===== src/rtl/radio_frame_serializer.sv =====
// Packs NUM_RADIOS I/Q samples into one W-bit word per strobe and shifts it out MSB first,
// inserting a sync word ahead of every WORDS_PER_FRAME data words; a one-word hold absorbs jitter.
module radio_frame_serializer #(
  parameter int unsigned NUM_RADIOS      = 2,
  parameter int unsigned SAMPLE_BITS     = 2,
  parameter int unsigned WORDS_PER_FRAME = 16,
  parameter int unsigned SYNC_PATTERN    = 'hA5
) (
  input  logic                                SYS_CLK,
  input  logic                                RST,
  input  logic                                EN,
  input  logic                                SAMPLE_STB,
  input  logic [NUM_RADIOS*SAMPLE_BITS-1:0]   R_I,
  input  logic [NUM_RADIOS*SAMPLE_BITS-1:0]   R_Q,
  input  logic                                CLR_OVR,
  output logic                                DATA_OUT,
  output logic                                DATA_VALID,
  output logic                                SYNC,
  output logic                                OVERRUN,
  output logic [1:0]                          dbg_state
);

  localparam int unsigned W     = NUM_RADIOS * 2 * SAMPLE_BITS;
  localparam int unsigned CNT_W = (W > 1) ? $clog2(W) : 1;
  localparam int unsigned IDX_W = (WORDS_PER_FRAME > 1) ? $clog2(WORDS_PER_FRAME) : 1;

  localparam logic [W-1:0]     SYNC_WORD = W'(SYNC_PATTERN);
  localparam logic [CNT_W-1:0] LAST_BIT  = CNT_W'(W - 1);
  localparam logic [IDX_W-1:0] LAST_IDX  = IDX_W'(WORDS_PER_FRAME - 1);

  typedef enum logic [1:0] {
    ST_IDLE       = 2'd0,
    ST_SHIFT_SYNC = 2'd1,
    ST_SHIFT_DATA = 2'd2
  } state_t;

  state_t           state_q, state_d;
  logic [CNT_W-1:0] bit_cnt_q, bit_cnt_d;
  logic [W-1:0]     shreg_q, shreg_d;
  logic [W-1:0]     hold_q, hold_d;
  logic             hold_full_q, hold_full_d;
  logic [IDX_W-1:0] word_idx_q, word_idx_d;
  logic             sync_sent_q, sync_sent_d;
  logic             data_out_q, data_out_d;
  logic             data_valid_q, data_valid_d;
  logic             sync_q, sync_d;
  logic             overrun_q, overrun_d;

  logic [W-1:0]     packed_word;
  logic [W-1:0]     load_word;
  logic             word_done, load, load_sync, load_data;
  logic             accept, hold_write, drop;

  // Radio 0 lands in the MSBs; within a radio, I sits above Q.
  for (genvar k = 0; k < NUM_RADIOS; k++) begin : g_pack
    assign packed_word[W-1-(2*k)*SAMPLE_BITS -: SAMPLE_BITS]   = R_I[k*SAMPLE_BITS +: SAMPLE_BITS];
    assign packed_word[W-1-(2*k+1)*SAMPLE_BITS -: SAMPLE_BITS] = R_Q[k*SAMPLE_BITS +: SAMPLE_BITS];
  end

  // Handshake: HOLD accepts a strobe when empty or when its word moves to the shifter on the same edge.
  always_comb begin
    word_done  = (state_q != ST_IDLE) && (bit_cnt_q == LAST_BIT);
    load       = ((state_q == ST_IDLE) || word_done) && hold_full_q;
    load_sync  = load && (word_idx_q == '0) && !sync_sent_q;
    load_data  = load && !load_sync;
    accept     = SAMPLE_STB && EN;
    hold_write = accept && (!hold_full_q || load_data);
    drop       = accept && !hold_write;
    load_word  = load_sync ? SYNC_WORD : hold_q;
  end

  always_comb begin
    state_d      = state_q;
    bit_cnt_d    = bit_cnt_q;
    shreg_d      = shreg_q;
    data_out_d   = data_out_q;
    data_valid_d = data_valid_q;
    sync_d       = 1'b0;
    hold_d       = hold_q;
    hold_full_d  = hold_full_q;
    word_idx_d   = word_idx_q;
    sync_sent_d  = sync_sent_q;
    overrun_d    = overrun_q;

    if (load) begin
      state_d      = load_sync ? ST_SHIFT_SYNC : ST_SHIFT_DATA;
      bit_cnt_d    = '0;
      data_out_d   = load_word[W-1];
      shreg_d      = load_word << 1;
      data_valid_d = 1'b1;
      sync_d       = load_sync;
    end else if (word_done) begin
      state_d      = ST_IDLE;
      bit_cnt_d    = '0;
      data_out_d   = 1'b0;
      data_valid_d = 1'b0;
    end else if (state_q != ST_IDLE) begin
      data_out_d = shreg_q[W-1];
      shreg_d    = shreg_q << 1;
      bit_cnt_d  = bit_cnt_q + 1'b1;
    end

    // Sync leaves HOLD full so its data word follows with no gap.
    if (load_sync) begin
      sync_sent_d = 1'b1;
    end
    if (load_data) begin
      hold_full_d = 1'b0;
      if (word_idx_q == LAST_IDX) begin
        word_idx_d  = '0;
        sync_sent_d = 1'b0;
      end else begin
        word_idx_d = word_idx_q + 1'b1;
      end
    end
    if (hold_write) begin
      hold_d      = packed_word;
      hold_full_d = 1'b1;
    end

    if (drop) begin
      overrun_d = 1'b1;
    end else if (CLR_OVR) begin
      overrun_d = 1'b0;
    end
  end

  always_ff @(posedge SYS_CLK) begin
    if (RST) begin
      state_q      <= ST_IDLE;
      bit_cnt_q    <= '0;
      shreg_q      <= '0;
      hold_q       <= '0;
      hold_full_q  <= 1'b0;
      word_idx_q   <= '0;
      sync_sent_q  <= 1'b0;
      data_out_q   <= 1'b0;
      data_valid_q <= 1'b0;
      sync_q       <= 1'b0;
      overrun_q    <= 1'b0;
    end else begin
      state_q      <= state_d;
      bit_cnt_q    <= bit_cnt_d;
      shreg_q      <= shreg_d;
      hold_q       <= hold_d;
      hold_full_q  <= hold_full_d;
      word_idx_q   <= word_idx_d;
      sync_sent_q  <= sync_sent_d;
      data_out_q   <= data_out_d;
      data_valid_q <= data_valid_d;
      sync_q       <= sync_d;
      overrun_q    <= overrun_d;
    end
  end

  assign DATA_OUT   = data_out_q;
  assign DATA_VALID = data_valid_q;
  assign SYNC       = sync_q;
  assign OVERRUN    = overrun_q;
  assign dbg_state  = state_q;

endmodule


===== config.mk =====
export PLATFORM = sky130hd
export DESIGN_NAME = radio_frame_serializer
export DESIGN_NICKNAME = d
export VERILOG_FILES = /design/src/rtl/radio_frame_serializer.sv
export SDC_FILE = /design/constraint.sdc
export NUM_CORES = 1
export LEC_CHECK = 0
export ABC_AREA = 1
export BUFFER_PORTS_ARGS = -buffer_cell sky130_fd_sc_hd__buf_2
export CAP_MARGIN = 20
export CORE_UTILIZATION = 40
export CTS_CLUSTER_DIAMETER = 150
export CTS_CLUSTER_SIZE = 16
export DETAILED_ROUTE_END_ITERATION = 8
export GPL_ROUTABILITY_DRIVEN = 0
export PLACE_DENSITY = 0.59
export RECOVER_POWER = 50
export SYNTH_ARGS = -nofsm -noshare
export SYNTH_HDL_FRONTEND = slang
export SYNTH_SLANG_ARGS = --single-unit

===== constraint.sdc =====
create_clock -name SYS_CLK -period 1.6 [get_ports SYS_CLK]
set_input_delay 0.08 -clock SYS_CLK [delete_from_list [all_inputs] [get_ports SYS_CLK]]
set_output_delay 0.08 -clock SYS_CLK [all_outputs]
set_load 0.005 [all_outputs]

==> results.json <==
{
  "clkTransAtPathRegs_ps": 90,
  "layout_setup_ws_ps": 87.4,
  "critPathRequiredTime_ps": 1840,
  "critPathMaxStageDelay_ps": 320,
  "first_iter_violations": 37,
  "yosys_most_used_dff": "dfxtp_1",
  "fin_skew_ps": 6.72,
  "drc_errors": 0,
  "tritoncts": "done",
  "cts-root-buf": "clkbuf_4",
  "grt_use_met1_pct": 22.4,
  "drive_gt1_share_pct": 26.3,
  "die_x_um": 61.5,
  "clockBufferDepth": 2,
  "rsz0062_at_grt": "no",
  "status": "finished, final reports clean",
  "yosys_warnings": 0,
  "initial_core_util_pct": 42.0,
  "p_per_area_nw_per_um2": 947,
  "p_sw_share_pct": 29.1,
  "synth_largest_area_cell": "dfxtp_1",
  "synth_top_cells_by_count": "46 x nand2_1, 30 x dfxtp_1, 20 x inv_1, 13 x nand3_1, 12 x a21oi_1",
  "grt_usage_pct": 18.2,
  "yosys.cell_types.count": 29,
  "intPower_mw": 1.14,
  "synth.area.top_cells": "dfxtp_1 42%, nand2_1 12%, a21oi_2 5.6%",
  "final_area_um2": 1690,
  "switching_power_uw": 466,
  "ys_seq_area_share_pct": 42.5,
  "synth.cell_area_um2": 1410,
  "syn-num-nets": 196,
  "hold_viol_final": 0,
  "placed_cell_area_um2": 1560,
  "grt_max_degree": 18,
  "numPlacedInstances": 243,
  "critPathCaptureType": "flip-flop",
  "synthArstFlopShare_pct": 0,
  "post-route-period-util_pct": 94.5,
  "met2_usage_pct": 28.6,
  "core_um2": 3360,
  "vdd_drop_max_mv": 0.432,
  "clock_latency_ps": 330,
  "antenna_found_initial": 0,
  "die_area_um2": 3780,
  "crit_top_cell": "nor2_8",
  "n_antenna_cell": 0,
  "via_count": 1212,
  "synth_most_common_cell": "nand2_1",
  "postSynthAreaPerCell_um2": 7.90,
  "synthCells": 179,
  "crit_path_start_kind": "flip-flop",
  "maxSlewViolCount": 0,
  "max_cap_violations": 0,
  "yosysTopAreaCellShare_pct": 42.5,
  "min_path_type": "input port to flip-flop",
  "crit_family": "simple AND/OR/NAND/NOR gates",
  "relSlewSlack_pct": 70.8,
  "crit_buf_inv": 0,
  "finalWirelength_mm": 2.82,
  "slowest_stage": "dfxtp_1",
  "portBuffers": 18,
  "hpwl_mm": 2.12,
  "stdcell_count": 255,
  "fin_setup_tns_ps": 0,
  "grt_pass1_wl_mm": 4.90,
  "clock.fmax_mhz": 661,
  "worst-path-max-fanout": 17,
  "pwr-share-seq_pct": 52.3,
  "vias_per_cell": 4.75,
  "p_clk_share_pct": 29.1,
  "period_needed_ps": 1510,
  "grt.busiest_layer": "met2",
  "hold-worst-slack_ps": 53.8,
  "leakagePower_nw": 0.699,
  "wl_per_cell_um": 11.0,
  "area_growth_pct": 19.6,
  "gr-total-overflow": 0,
  "htreeDepth": 2,
  "std_cell_rows": 21,
  "synth_edf_count": 0,
  "arrival_ps": 1750,
  "num_io_pins": 19,
  "final-setup-viol-count": 0,
  "numClockSinks": 30,
  "drt_pass1_iterations": 4,
  "detail-route-antenna-nets": 0,
  "critPathKind": "flip-flop to flip-flop",
  "crit_chain": "ha_2 > ha_4 > nor2_8 > nor2_8 > o21ai_4 > nand2_8 > a21oi_2 > nor2_2",
  "use_met3_pct": 6.30,
  "grt_pass1_vias": 1123,
  "worstMarginPinSlew_ps": 438,
  "pwr-share-comb_pct": 18.6,
  "pre_cts_slack_ps": -45.0,
  "synth-seq-cells": 30,
  "dieHeight_um": 61.5,
  "fin_util_pct": 50.3,
  "report.power.total_mw": 1.60,
  "cts_buffers": 5,
  "nets": 225
}
-- power by group through the flow --
| stage | Combinational [mW] | Sequential, mW | Clock (mW) |
|---|---|---|---|
| after floorplan | 0.213 | 0.847 | 0 |
| after global placement | 0.278 | 0.853 | 0 |
| after detailed placement | 0.283 | 0.855 | 0 |
| after CTS | 0.290 | 0.837 | 0.479 |
| after global routing | 0.336 | 0.845 | 0.528 |
| final | 0.297 | 0.838 | 0.466 |
-- worst paths after layout --
| check | startpoint | end | slack, ps | cells after the start |
|---|---|---|---|---|
| setup / recovery | bit_cnt_q[0]$_SDFFE_PP0P_ | hold_q[6]$_SDFFE_PP0P_ | 90 | 8 |
| hold / removal | R_I[0] | hold_q[6]$_SDFFE_PP0P_ | 50 | 5 |
| setup reg to reg | bit_cnt_q[0]$_SDFFE_PP0P_ | hold_q[6]$_SDFFE_PP0P_ | 90 | 8 |
| hold reg to reg | shreg_q[6]$_SDFFE_PP0P_ | shreg_q[6]$_SDFFE_PP0P_ | 470 | 2 |
-- metal layers --
metal  part of all wire, %  up-vias  wire length [µm]
met3                   3.8        7               107
met5                     0        -                 0
met1                    46      553              1290
li1                      -      634                 -
met2                    48       18              1360
met4                   2.1        0                59
-- sequential cells by signal, summed over array words and instances (netlist names) --
register,flops
sync_sent_q,1
DATA_OUT,1
OVERRUN,1
DATA_VALID,1
hold_full_q,1
hold_q,8
dbg_state,2
shreg_q,7
bit_cnt_q,3
SYNC,1
word_idx_q,4
-- worst register-to-register path, stage by stage, from the launching register on --
cell	delay, ps
dfxtp_1	320
ha_2	190
ha_4	180
nor2_8	160
nor2_8	50
o21ai_4	110
nand2_8	150
a21oi_2	190
nor2_2	50
-- layout by cell type (no fill, tap or decap), types with 2 or more instances in the layout --
| master | n |
|---|---|
| buf_4 | 7 |
| nand2_2 | 3 |
| nand3_2 | 4 |
| nor2_8 | 2 |
| clkbuf_1 | 7 |
| nor2_1 | 11 |
| nor2_2 | 2 |
| o21ai_0 | 4 |
| nand2_1 | 44 |
| nand3_1 | 11 |
| inv_2 | 2 |
| buf_2 | 12 |
| xor2_1 | 2 |
| a21oi_2 | 8 |
| inv_1 | 20 |
| dfxtp_1 | 29 |
| clkbuf_4 | 6 |
| ha_1 | 2 |
| a31oi_1 | 6 |
| a21oi_1 | 12 |
-- area by class of cell --
class,count,area (µm²)
timing repair buffer,27,153
clock inverter,1,5.00
inverter,23,86.3
fill,353,1670
multi-input combinational,121,733
clock buffer,7,55.1
sequential,30,602
tap,46,57.6
-- logic make-up after synthesis --
group | share of synthesized area (%)
adder cells (fa/ha/maj) | 3.54
XOR/XNOR | 1.24
flip-flops | 42.5
AND/OR/NAND/NOR | 27.8
AO/OA/AOI/OAI | 16.0
buffers and inverters | 8.94
-- timing repair --
item,4_1_cts,5_1_grt
endpoints found under the setup margin,9,19
cloned,0,0
hold buffers,1,0
endpoints found under the hold margin,1,0
resized for setup,2,7
pin swaps,0,2
buffers inserted,0,3
(Power assumes the default switching activity.)
